`config.mk`:
```
export PLATFORM = sky130hd
export DESIGN_NAME = branch_predict_flush_ctrl
export DESIGN_NICKNAME = d
export VERILOG_FILES = /design/src/rtl/branch_predict_flush_ctrl.sv
export SDC_FILE = /design/constraint.sdc
export NUM_CORES = 1
export LEC_CHECK = 0
export CAP_MARGIN = 20
export CORE_ASPECT_RATIO = 0.6
export CORE_MARGIN = 1.5
export CORE_UTILIZATION = 58
export CTS_CLUSTER_SIZE = 24
export DETAILED_ROUTE_END_ITERATION = 10
export DONT_BUFFER_PORTS = 1
export PLACE_DENSITY = 0.77
export SYNTH_ARGS = -nofsm -noshare
export SYNTH_HDL_FRONTEND = slang
export SYNTH_SLANG_ARGS = --single-unit
```
`constraint.sdc`:
```
create_clock -name clk -period 4.78 [get_ports clk]
set_clock_uncertainty 0.1 [all_clocks]
set_input_delay 1.195 -clock clk [delete_from_list [all_inputs] [get_ports clk]]
set_output_delay 1.195 -clock clk [all_outputs]
set_load 0.05 [all_outputs]
```
`src/rtl/branch_predict_flush_ctrl.sv`:
```
// rtl/branch_predict_flush_ctrl.sv - branch prediction, redirect and flush control with a 2-bit BHT
//
// Resolves JMP/JAL/JALR in EX against a prediction made in ID. In ID, a JAL is predicted taken and a JMP is
// predicted from a 2-bit counter BHT. The block issues ID redirects for predicted-taken ops and EX redirects on
// mispredict, drives the IF/ID and ID/EX flushes, and keeps saturating branch and mispredict counters.
//
// Parameters
//   MODE           0 = static not-taken, 1 = dynamic BHT
//   BHT_ENTRIES    BHT depth, power of two, >= 2
//   PC_W           PC / target width
//   CNT_W          performance counter width
//
// Ports
//   clk, rst        clock; synchronous active-high reset
//   stall           pipeline hold; gates BHT updates and counter increments
//   ID_valid/pc/npc_op/target       instruction in ID
//   ID_pred_taken, ID_redirect      prediction for ID, early redirect to ID_target
//   EX_valid/pc/npc_op/f/target/jalr_target/pred_taken   instruction resolving in EX
//   EX_redirect, EX_redirect_pc     mispredict redirect and corrected PC
//   flush_if_id, flush_id_ex        pipeline register kills
//   ready           0 while the BHT initialises
//   branch_cnt, mispredict_cnt      saturating performance counters

module branch_predict_flush_ctrl #(
   parameter int MODE        = 1,
   parameter int BHT_ENTRIES = 64,
   parameter int PC_W        = 32,
   parameter int CNT_W       = 16
) (
   input  logic             clk,
   input  logic             rst,
   input  logic             stall,
   input  logic             ID_valid,
   input  logic [PC_W-1:0]  ID_pc,
   input  logic [1:0]       ID_npc_op,
   input  logic [PC_W-1:0]  ID_target,
   output logic             ID_pred_taken,
   output logic             ID_redirect,
   input  logic             EX_valid,
   input  logic [PC_W-1:0]  EX_pc,
   input  logic [1:0]       EX_npc_op,
   input  logic             EX_f,
   input  logic [PC_W-1:0]  EX_target,
   input  logic [PC_W-1:0]  EX_jalr_target,
   input  logic             EX_pred_taken,
   output logic             EX_redirect,
   output logic [PC_W-1:0]  EX_redirect_pc,
   output logic             flush_if_id,
   output logic             flush_id_ex,
   output logic             ready,
   output logic [CNT_W-1:0] branch_cnt,
   output logic [CNT_W-1:0] mispredict_cnt
);

   localparam int IDX_W = $clog2(BHT_ENTRIES);
   localparam logic [IDX_W-1:0] INIT_LAST = IDX_W'(BHT_ENTRIES - 1);
   localparam logic [CNT_W-1:0] CNT_MAX   = '1;

   // Next-PC op encodings
   localparam logic [1:0] NPC_PC4  = 2'b00;
   localparam logic [1:0] NPC_JMP  = 2'b01;
   localparam logic [1:0] NPC_JAL  = 2'b10;
   localparam logic [1:0] NPC_JALR = 2'b11;

   typedef enum logic {ST_INIT = 1'b0, ST_RUN = 1'b1} state_t;

   state_t           state;
   state_t           state_nxt;
   logic [IDX_W-1:0] init_idx;
   logic [IDX_W-1:0] id_idx;
   logic [IDX_W-1:0] ex_idx;
   logic [1:0]       bht_id_rd;
   logic [1:0]       bht_ex_rd;
   logic [1:0]       bht_ex_nxt;
   logic             run;
   logic             ex_taken;
   logic             upd_en;
   logic             unused_id;

   // ID_target goes straight to the fetch mux; only the index bits of ID_pc matter here
   assign unused_id = ^{ID_target, ID_pc};

   assign id_idx = ID_pc[IDX_W+1:2];
   assign ex_idx = EX_pc[IDX_W+1:2];
   assign run    = (state == ST_RUN);
   assign upd_en = run & EX_valid & ~stall;

   always_ff @(posedge clk) begin
      if (rst) begin
         state    <= ST_INIT;
         init_idx <= '0;
      end else begin
         state <= state_nxt;
         if (state == ST_INIT) begin
            init_idx <= init_idx + 1'b1;
         end
      end
   end

   always_comb begin
      state_nxt = state;
      ready     = 1'b0;
      case (state)
         ST_INIT: begin
            if ((MODE == 0) || (init_idx == INIT_LAST)) begin
               state_nxt = ST_RUN;
            end
         end
         ST_RUN: begin
            ready = 1'b1;
         end
         default: state_nxt = ST_INIT;
      endcase
   end

   // Saturating 2-bit step for the entry of the JMP resolving in EX
   always_comb begin
      bht_ex_nxt = bht_ex_rd;
      if (EX_f) begin
         if (bht_ex_rd != 2'b11) bht_ex_nxt = bht_ex_rd + 2'b01;
      end else begin
         if (bht_ex_rd != 2'b00) bht_ex_nxt = bht_ex_rd - 2'b01;
      end
   end

   generate
      if (MODE != 0) begin : g_bht
         logic [1:0] bht [BHT_ENTRIES];

         // Reads are combinational and see the pre-edge contents, so a same-cycle
         // update to the ID index is not forwarded.
         always_ff @(posedge clk) begin
            if (state == ST_INIT) begin
               bht[init_idx] <= 2'b01;
            end else if (upd_en && (EX_npc_op == NPC_JMP)) begin
               bht[ex_idx] <= bht_ex_nxt;
            end
         end

         assign bht_id_rd = bht[id_idx];
         assign bht_ex_rd = bht[ex_idx];
      end else begin : g_no_bht
         assign bht_id_rd = 2'b01;
         assign bht_ex_rd = 2'b01;
      end
   endgenerate

   always_comb begin
      ex_taken = 1'b0;
      case (EX_npc_op)
         NPC_JMP:           ex_taken = EX_f;
         NPC_JAL, NPC_JALR: ex_taken = 1'b1;
         default:           ex_taken = 1'b0;
      endcase
   end

   // JALR targets are never predicted, so a JALR always redirects
   assign EX_redirect = EX_valid & ((ex_taken != EX_pred_taken) | (EX_npc_op == NPC_JALR));

   always_comb begin
      EX_redirect_pc = EX_pc + PC_W'(4);
      if (EX_npc_op == NPC_JALR) begin
         EX_redirect_pc = EX_jalr_target;
      end else if (ex_taken) begin
         EX_redirect_pc = EX_target;
      end
   end

   always_comb begin
      ID_pred_taken = 1'b0;
      if (run && (MODE != 0) && ID_valid) begin
         case (ID_npc_op)
            NPC_JAL: ID_pred_taken = 1'b1;
            NPC_JMP: ID_pred_taken = bht_id_rd[1];
            NPC_PC4: ID_pred_taken = 1'b0;
            default: ID_pred_taken = 1'b0;
         endcase
      end
   end

   // An older EX redirect wins; the ID instruction is flushed anyway
   assign ID_redirect = ID_pred_taken & ~stall & ~EX_redirect;
   assign flush_if_id = EX_redirect | ID_redirect;
   assign flush_id_ex = EX_redirect;

   always_ff @(posedge clk) begin
      if (rst) begin
         branch_cnt     <= '0;
         mispredict_cnt <= '0;
      end else if (run && !stall) begin
         if (EX_valid && (EX_npc_op == NPC_JMP) && (branch_cnt != CNT_MAX)) begin
            branch_cnt <= branch_cnt + 1'b1;
         end
         if (EX_redirect && (mispredict_cnt != CNT_MAX)) begin
            mispredict_cnt <= mispredict_cnt + 1'b1;
         end
      end
   end

endmodule

```
==> results of run 1 <==
-- logic make-up (layout without fill, tap and decap cells) --
| kind of cell | Yosys count | after routing | share of synthesized area (%) |
|---|---|---|---|
| buffers and inverters | 53 | 83 | 3.06 |
| DFF | 167 | 167 | 50.9 |
| AOI/OAI and AO/OA | 115 | 115 | 8.16 |
| other | 0 | 3 | 0 |
| xor gates and xnor gates | 55 | 55 | 5.30 |
| muxes | 74 | 74 | 15.7 |
| adders and majority gates | 7 | 7 | 0.936 |
| and+or+nand+nor | 298 | 298 | 15.9 |
-- metal layers --
layer | share of wire [%] | global-route usage, %
met3 | 14 | 11.4
met4 | 2.9 | 12.6
met1 | 37 | 42.8
met2 | 46 | 48.0
met5 | 0 | 0
-- worst max-delay path, cell delays in order --
cell and delay [ps]:
mux4_2 530, mux4_2 490, o22ai_2 160, o22ai_2 170
a31oi_4 230, o21bai_1 100, buf_4 200
-- state kept, by name, summed over array words and instances (netlist names) --
signal / count
init_idx: 6
branch_cnt: 16
run: 1
g_bht.bht: 128
mispredict_cnt: 16
-- per-stage QoR --
| stage | util [%] | instance area [µm²] | cells | worst slack, ps |
|---|---|---|---|---|
| finish | 65.6 | 10100 | 1005 | 389 |
| global route | 65.6 | 10100 | 1005 | 366 |
| CTS | 65.6 | 10100 | 1002 | 396 |
| detailed placement | 61.7 | 9450 | 970 | 395 |
| global placement | 61.7 | 9450 | 970 | 473 |
| floorplan | - | 9100 | 769 | 4.58 |
-- power breakdown --
group	internal, µW	leakage [µW]	total, µW	switching, µW
clock network	826	0.000285	1410	580
registers	1550	0.00174	1550	5.81
logic	118	0.00157	345	227
total	2490	0.00360	3300	812
-- worst paths after layout --
kind | from | endpoint | slack (ps) | cells after the start
max | ID_pc[3] | flush_if_id | 390 | 7
min | init_idx[5] | init_idx[5] | 470 | 2
max reg2reg | run | g_bht.bht[16][1] | 1110 | 5
min reg2reg | init_idx[5] | init_idx[5] | 470 | 2
-- layout by cell type, fill, tap and decap left out, drive strengths merged, types with 3 or more instances in the layout --
cell type / instances
nand2: 67
clkinvlp: 3
a22oi: 28
clkbuf: 18
o21ai: 46
nor4: 9
nor3: 8
ha: 6
or3: 10
xnor2: 31
xor2: 24
nand3: 29
mux4: 50
nand2b: 12
and2: 5
buf: 42
clkinv: 5
inv: 12
o21a: 4
and3: 10
nand4: 16
edfxtp: 128
nor2: 112
a211oi: 3
dfxtp: 39
diode: 3
a21oi: 23
and4: 6
mux2i: 22
o22ai: 3
bufinv: 3
a31oi: 3
nor2b: 5
-- final cells by class --
cell class                 instances  area [µm²]
fill                            1097        5270
sequential                       167        4620
multi-input combinational        549        4210
clock buffer                      18         429
timing repair buffer              42         328
tap                              203         254
clock inverter                    14         174
inverter                           9        33.8
antenna                            3        7.51
==> flow_summary_export.csv, run 1 <==
group,metric,value,unit
cts,cts_inserted_buffers,17,
global_route,grt_usage,32.0,%
timing,worst_pin_slew,1050,ps
cts,postCtsSetupRepairBufs,0,
drt,vias,6813,
min_path,hold_class,"reg2reg",
logic_synthesis,synth.area.top_cells,"edfxtp_1 (42%), dfxtp_1 (8.6%), mux4_2 (8.4%), mux4_1 (4.6%), nor2_1 (4.6%)",
drt,drc_errors,0,
drt,routed_wl,25600,µm
global_route,overflow,0,
timing,hold_viol_final,0,
layout,syn2layout_area_growth,10.7,%
drt,drtIter0Drc,931,
floorplanning,pin_count,241,
logic_synthesis,synth.cell_area,9090,µm²
logic_synthesis,synth_edf_count,128,
timing,finalSetupViolCount,0,
logic_synthesis,ys_seq_area_share,50.9,%
timing,maxSlewViolCount,0,
timing,slew_headroom,29.8,%
global_route,grt_pass1_vias,6592,
logic_synthesis,yosysTopAreaCellShare,42.3,%
timing,hold_slack,471,ps
floorplanning,core-area,15300,µm²
drt,ant_nets,0,
logic_synthesis,syn-num-nets,946,
floorplanning,rows,35,
power,power.density,328,nW/µm²
power,vdd_drop_max,0.295,mV
timing,max_freq,0.228,GHz
place,routabilityCongestion,0.982,
cts,clock_sinks,167,
cts,clock_tree.root_cell,"clkbuf_16",
setup_path,worst_setup_path_start_kind,"primary input",
logic_synthesis,synth_cells,769,
global_route,grt_pass1_wl,38500,µm
setup_path,criticalPathCategory,"in2out",
cts,insertion_delay,430,ps
setup_path,required,3480,ps
global_route,grt_max_degree,45,
setup_path,path_max_fanout,16,
setup_path,crit_arrival,3100,ps
drt,drt_first_pass_iters,5,
drt,wl_per_cell,25.5,µm
logic_synthesis,yosysTopAreaCell,"edfxtp_1",
logic_synthesis,avgSynthCellArea,11.8,µm²
floorplanning,initial_utilization,59.3,%
cts,cts.clk_slew.worst_paths,70,ps
layout,final_nets,963,
outcome,status,"complete, no violations",
cts,cts_resized,0,
global_route,antenna_found_initial,3,
logic_synthesis,yosys-top-cells-count,"edfxtp_1 (128), nor2_1 (112), nand2_1 (67)",
run,drv_cap,0,
cts,cts_tree,"done",
power,leakage,0.00360,µW
timing,rsz0062_at_grt,"false",
setup_path,end_kind,"output pin",
logic_synthesis,ys_seq_elements,167,
place,io_buffers,0,
power,fin_total_pwr,3300,µW
timing,period_needed,4390,ps
place,dpl.hpwl,18200,µm
cts,cts_hold_buf,0,
layout,drive_gt1_share,16.0,%
timing,tns,0,ps
floorplanning,die_h,100,µm
cts,cts_buffer_depth,2,
timing,fin_crit_sh,91.9,%
logic_synthesis,synth_most_common_cell,"edfxtp_1",
floorplanning,die_x,165,µm
floorplanning,dieArea,16500,µm²
drt,viasPerCell,6.78,
cts,cts_max_level,4,
logic_synthesis,ys_async_sr_fraction,0,%
logic_synthesis,netlist-cell-type-count,55,
logic_synthesis,yosys_warnings,0,
logic_synthesis,ys.flop_type,"edfxtp_1",
(Power assumes the default switching activity.)
==> run 2: changes to the inputs <==
Settings changed: CORE_MARGIN 1.5 to 8, GPL_TIMING_DRIVEN set to 1.
==> run 2 against run 1 <==
Compared with the run above: register-to-register slack gained 70 ps; cell area shrank 0.25%; cell count grew 0.20%; sequential share of layout area grew 0.11 points; clock-buffer cell count grew 2; combinational power grew 1%; hold slack gained 21 ps.
==> flow_summary_export.csv, run 2 (synthesis results as in run 1) <==
group,metric,value,unit
drt,viasPerCell,6.63,
cts,cts_max_level,4,
power,leakage,0.00360,µW
global_route,overflow,0,
layout,layout.cells.most_common,"edfxtp_1",
place,dpl_cell_area,9470,µm²
cts,cts.clk_slew.worst_paths,70,ps
timing,fin_crit_sh,91.3,%
drt,ant_nets,0,
cts,cts_tree,"done",
power,power.density,318,nW/µm²
cts,insertion_delay,430,ps
drt,wl_met1,9530,µm
setup_path,path_max_fanout,16,
setup_path,worst_setup_path_start_kind,"primary input",
floorplanning,core-area,15300,µm²
drt,wl_per_cell,25.7,µm
drt,routed-wl-met3,3750,µm
timing,worst_pin_slew,928,ps
timing,finalSetupViolCount,0,
power,vdd_drop_max,0.263,mV
place,routabilityCongestion,0.915,
drt,maxUsedRoutingLayer,"met4",
floorplanning,die_x,178,µm
drt,drt_first_pass_iters,5,
setup_path,required,3480,ps
place,post-place-ws,289,ps
place,dpl.hpwl,19000,µm
drt,wl_met2,12100,µm
global_route,grt_pass1_vias,6177,
setup_path,crit_arrival,3070,ps
cts,cts_resized,0,
drt,routed_wl,25900,µm
timing,hold_viol_final,0,
outcome,status,"complete, no violations",
layout,fillers,1124,
cts,cts_hold_buf,0,
timing,slew_headroom,37.9,%
setup_path,criticalPathCategory,"in2out",
run,drv_cap,0,
cts,clock_tree.root_cell,"clkbuf_16",
layout,multiInputGateArea,4200,µm²
floorplanning,rows,35,
floorplanning,die_h,113,µm
cts,postCtsSetupRepairBufs,0,
drt,drc_errors,0,
floorplanning,dieArea,20100,µm²
drt,vias,6680,
global_route,grt_max_degree,45,
global_route,antenna_found_initial,4,
cts,cts_buffer_depth,2,
timing,tns,0,ps
timing,max_freq,0.229,GHz
layout,finalInstanceArea,10000,µm²
floorplanning,initial_utilization,59.3,%
timing,rsz0062_at_grt,"false",
global_route,grt_pass1_wl,38100,µm
layout,largest_register_ffs,128,
cts,clock_sinks,167,
layout,final_cell_mix,"edfxtp_1 (128), nor2_1 (111), nand2_1 (67)",
layout,final_nets,964,
layout,top_regs,"g_bht.bht (128), branch_cnt (16), mispredict_cnt (16)",
cts,cts_inserted_buffers,17,
layout,largest-register,"g_bht.bht",
layout,drive_gt1_share,16.0,%
timing,maxSlewViolCount,0,
floorplanning,pin_count,241,
setup_path,end_kind,"output pin",
drt,drtIter0Drc,880,
global_route,grt_usage,25.1,%
layout,register_area,4620,µm²
timing,period_needed,4360,ps
min_path,hold_class,"reg2reg",
timing,fin_ws,418,ps
layout,syn2layout_area_growth,10.4,%
place,io_buffers,0,
layout,final_util,65.5,%
-- run 2: changes by cell type in the layout (fill, tap and decap cells not counted), sizes merged --
cell and change:
diode +1, clkinv +1, inv +1, bufinv -2
clkbuf +2, clkinvlp -2, buf +1
-- run 2: worst max-delay path: stages --
cell and delay, ps:
mux4_2 510, mux4_2 500, o22ai_2 170, o22ai_2 170
a31oi_4 230, o21bai_1 90, buf_4 190
-- run 2: final cells by class --
class	count	share of cell area (%)
Clock buffer	20	4.45
Tap cell	203	2.53
Antenna cell	4	0.0997
Multi-Input combinational cell	549	41.9
Sequential cell	167	46.1
Inverter	9	0.337
Timing Repair Buffer	43	3.63
Clock inverter	12	0.997
-- run 2: metrics by stage --
step                total power [µW]  instances  hold WS (ps)
global placement                1920        970           396
finish                          3190       1007           492
global route                    3260       1007           505
detailed placement              1930        970           469
CTS                             3190       1002           476
floorplan                       1860        769           384
-- run 2: path summary, 6_finish.rpt --
kind / from / end / slack, ps / cells after the start
worst min-delay path: init_idx[5] / init_idx[5] / 490 / 2
worst max register to register: run / g_bht.bht[46][1] / 1180 / 5
worst max-delay path: ID_pc[3] / flush_if_id / 420 / 7
worst min register to register: init_idx[5] / init_idx[5] / 490 / 2
-- run 2: metal layers --
layer	track usage [%]	up-vias
li1	-	2942
met1	31.6	3251
met2	39.0	454
met3	10.4	33
met4	7.91	0
met5	0	-
-- run 2: report_power, final --
group / switching [µW] / internal (µW)
Combinational: 227 / 121
Clock: 558 / 729
Sequential: 5.77 / 1550
Total: 791 / 2400
==> run 3: changes to the inputs <==
Settings changed: ABC_AREA set to 1, HOLD_SLACK_MARGIN set to 0.12.
==> run 3 against run 2 <==
Compared with the run above: non-clock buffer count shrank 4; global-route usage grew 2.4 points; utilization shrank 0.27 points; die area grew 4.0%; largest power group unchanged.
==> flow_summary_export.csv, run 3 <==
group,metric,value,unit
min_path,hold_class,"reg2reg",
layout,antenna_cells,0,
drt,wl_per_cell,20.2,µm
drt,drc_errors,0,
setup_path,critPathLaunch,"EX_pc[2]",
setup_path,crit_path_end,"EX_redirect_pc[20]",
layout,drive_gt1_share,8.43,%
floorplanning,rows,36,
cts,cts_tree,"done",
layout,layout.cells.most_common,"nand2_1",
logic_synthesis,synth_edf_count,128,
logic_synthesis,yosysTopAreaCell,"edfxtp_1",
logic_synthesis,yosys_warnings,0,
logic_synthesis,yosysTopAreaCellShare,40.5,%
outcome,status,"complete, no violations",
layout,final_nets,1409,
cts,cts_buffer_depth,2,
logic_synthesis,synth_xor_area_share,1.75,%
logic_synthesis,synth_cells,1225,
setup_path,path_max_fanout,66,
global_route,grt_max_degree,67,
timing,max_freq,0.222,GHz
layout,finalInstanceArea,10500,µm²
logic_synthesis,ys_async_sr_fraction,0,%
logic_synthesis,synth_mux_area_share,0.211,%
power,power.density,323,nW/µm²
logic_synthesis,ys_seq_area_share,48.7,%
timing,maxSlewViolCount,0,
logic_synthesis,synth-simple-area-share,30.4,%
min_path,hold_depth,2,
drt,drt_first_pass_iters,5,
setup_path,rrSetupSlack,1560,ps
place,dpl_cell_area,9900,µm²
cts,clock_sinks,167,
global_route,grt_usage,27.5,%
setup_path,cp_cell_sequence,"ha_1, nand2_1, nor2_1, nand2_1, nor2_1, nand4_1, nor2_1, nand2_1, o21ai_0, nand3_1, o211ai_1, nand2_1",
logic_synthesis,synth_compound_area_share,12.2,%
cts,cts.clk_slew.worst_paths,60,ps
timing,period_needed,4500,ps
logic_synthesis,syn-num-nets,1402,
cts,clock_tree.root_cell,"clkbuf_16",
cts,cts_hold_buf,0,
place,routabilityCongestion,0.958,
timing,fin_crit_sh,94.2,%
drt,drtIter0Drc,1193,
logic_synthesis,avgSynthCellArea,7.75,µm²
cts,postCtsSetupRepairBufs,0,
logic_synthesis,synth_top_family_by_area,"simple AND/OR/NAND/NOR gates",
logic_synthesis,synthAdderAreaFrac,0.790,%
setup_path,crit_family,"simple AND/OR/NAND/NOR gates",
place,post-place-ws,313,ps
logic_synthesis,synth.cell_area,9500,µm²
global_route,grt_pass1_vias,8441,
global_route,met3_usage,9.50,%
power,leakage,0.00408,µW
setup_path,crit_arrival,3210,ps
floorplanning,pin_count,241,
layout,largest-register,"g_bht.bht",
setup_path,r2r_cells,7,
floorplanning,die_h,115,µm
setup_path,worst-path-stages,12,
setup_path,critPathSlowestCell,"nand2_1",
layout,register_area,4620,µm²
drt,routed_wl,29300,µm
layout,multiInputGateArea,4350,µm²
drt,viasPerCell,6.19,
layout,largest_register_ffs,128,
place,io_buffers,0,
floorplanning,core-area,16100,µm²
timing,finalSetupViolCount,0,
setup_path,required,3480,ps
timing,fin_ws,278,ps
global_route,antenna_found_initial,0,
drt,vias,8996,
setup_path,end_kind,"output pin",
cts,cts_max_level,4,
floorplanning,dieArea,20900,µm²
run,drv_cap,0,
cts,cts_inserted_buffers,17,
global_route,overflow,0,
layout,syn2layout_area_growth,10.7,%
timing,rsz0062_at_grt,"false",
cts,cts_resized,0,
timing,hold_viol_final,0,
floorplanning,die_x,181,µm
global_route,grt.busiest_layer,"met2",
global_route,grt_pass1_wl,45100,µm
setup_path,cpPeakStageDelay,330,ps
logic_synthesis,yosys-top-cells-count,"nand2_1 (332), nor2_1 (176), edfxtp_1 (128)",
setup_path,r2r-start,"run",
drt,ant_nets,0,
floorplanning,initial_utilization,58.9,%
logic_synthesis,synth_most_common_cell,"nand2_1",
timing,slew_headroom,52.0,%
timing,worst_pin_slew,719,ps
setup_path,worst-path-buf-inv,0,
timing,tns,0,ps
setup_path,criticalPathCategory,"in2out",
setup_path,cpMostUsedCell,"nand2_1",
layout,final_util,65.2,%
layout,fillers,1322,
place,dpl.hpwl,20900,µm
global_route,met2_usage,42.7,%
logic_synthesis,ys_seq_elements,167,
logic_synthesis,ys.flop_type,"edfxtp_1",
cts,insertion_delay,430,ps
setup_path,rr_endpoint,"g_bht.bht[32][0]",
logic_synthesis,netlist-cell-type-count,39,
global_route,met1_usage,35.5,%
setup_path,worst_setup_path_start_kind,"primary input",
layout,top_regs,"g_bht.bht (128), branch_cnt (16), mispredict_cnt (16)",
power,vdd_drop_max,0.193,mV
logic_synthesis,synth.area.top_cells,"edfxtp_1 (40%), nand2_1 (13%), dfxtp_1 (8.2%), nor2_1 (7.0%), nand3_1 (5.1%)",
layout,final_cell_mix,"nand2_1 (332), nor2_1 (175), edfxtp_1 (128)",
[run 3: cell count changes after synthesis, moves of 16 or more]
cell and delta:
a21oi_1 +37, a22oi_1 -26, inv_1 +74, mux2i_1 -20, mux4_1 -16, mux4_2 -34, nand2_1 +265, nand3_1 +68
nor2_1 +64, o21ai_0 +54, o22ai_1 +16, xnor2_1 -24
[run 3: layout make-up]
| class | count | share of cell area, % |
|---|---|---|
| clock buffer | 19 | 4.12 |
| tap | 209 | 2.49 |
| multi-input combinational | 916 | 41.4 |
| sequential | 167 | 44.0 |
| timing repair buffer | 39 | 3.02 |
| clock inverter | 13 | 1.76 |
| inverter | 91 | 3.25 |
[run 3: logic make-up (layout without fill, tap and decap cells)]
group	Yosys count	in the layout
adder cells (fa/ha/maj)	6	6
buffers and inverters	142	162
AO/OA/AOI/OAI	208	208
XOR/XNOR	19	19
AND/OR/NAND/NOR	681	681
flip-flops	167	167
multiplexers	2	2
[run 3: stage by stage]
stage	cells	hold slack, ps	power (µW)
2_1_floorplan	1225	359	1890
3_3_place_gp	1422	380	1980
3_5_place_dp	1422	394	1980
4_1_cts	1454	403	3410
5_1_grt	1454	428	3490
6_report	1454	402	3400
[run 3: worst min-delay path by stage]
stage,from,to,slack (ps)
floorplan,init_idx[4],init_idx[4],360
finish,init_idx[5],init_idx[5],400
global route,init_idx[3],init_idx[4],430
detailed placement,init_idx[4],init_idx[4],390
CTS,init_idx[4],init_idx[4],400
global placement,init_idx[4],init_idx[4],380
[run 3: routing by layer]
metal	part of all wire, %	up-vias
met2	45	598
li1	-	4175
met1	40	4158
met5	0	-
met4	2.3	0
met3	13	65
[run 3: worst register-to-register path, delay by kind of cell (launching register included)]
| kind | cells | cell delay [ps] |
|---|---|---|
| AND/OR/NAND/NOR | 4 | 1590 |
| buffers and inverters | 2 | 500 |
| AO/OA/AOI/OAI | 1 | 400 |
| flip-flops | 1 | 310 |
[run 3: power breakdown]
| group | total, µW | internal [µW] | switching [µW] |
|---|---|---|---|
| logic | 407 | 106 | 301 |
| registers | 1550 | 1550 | 4.12 |
| clock network | 1440 | 841 | 602 |
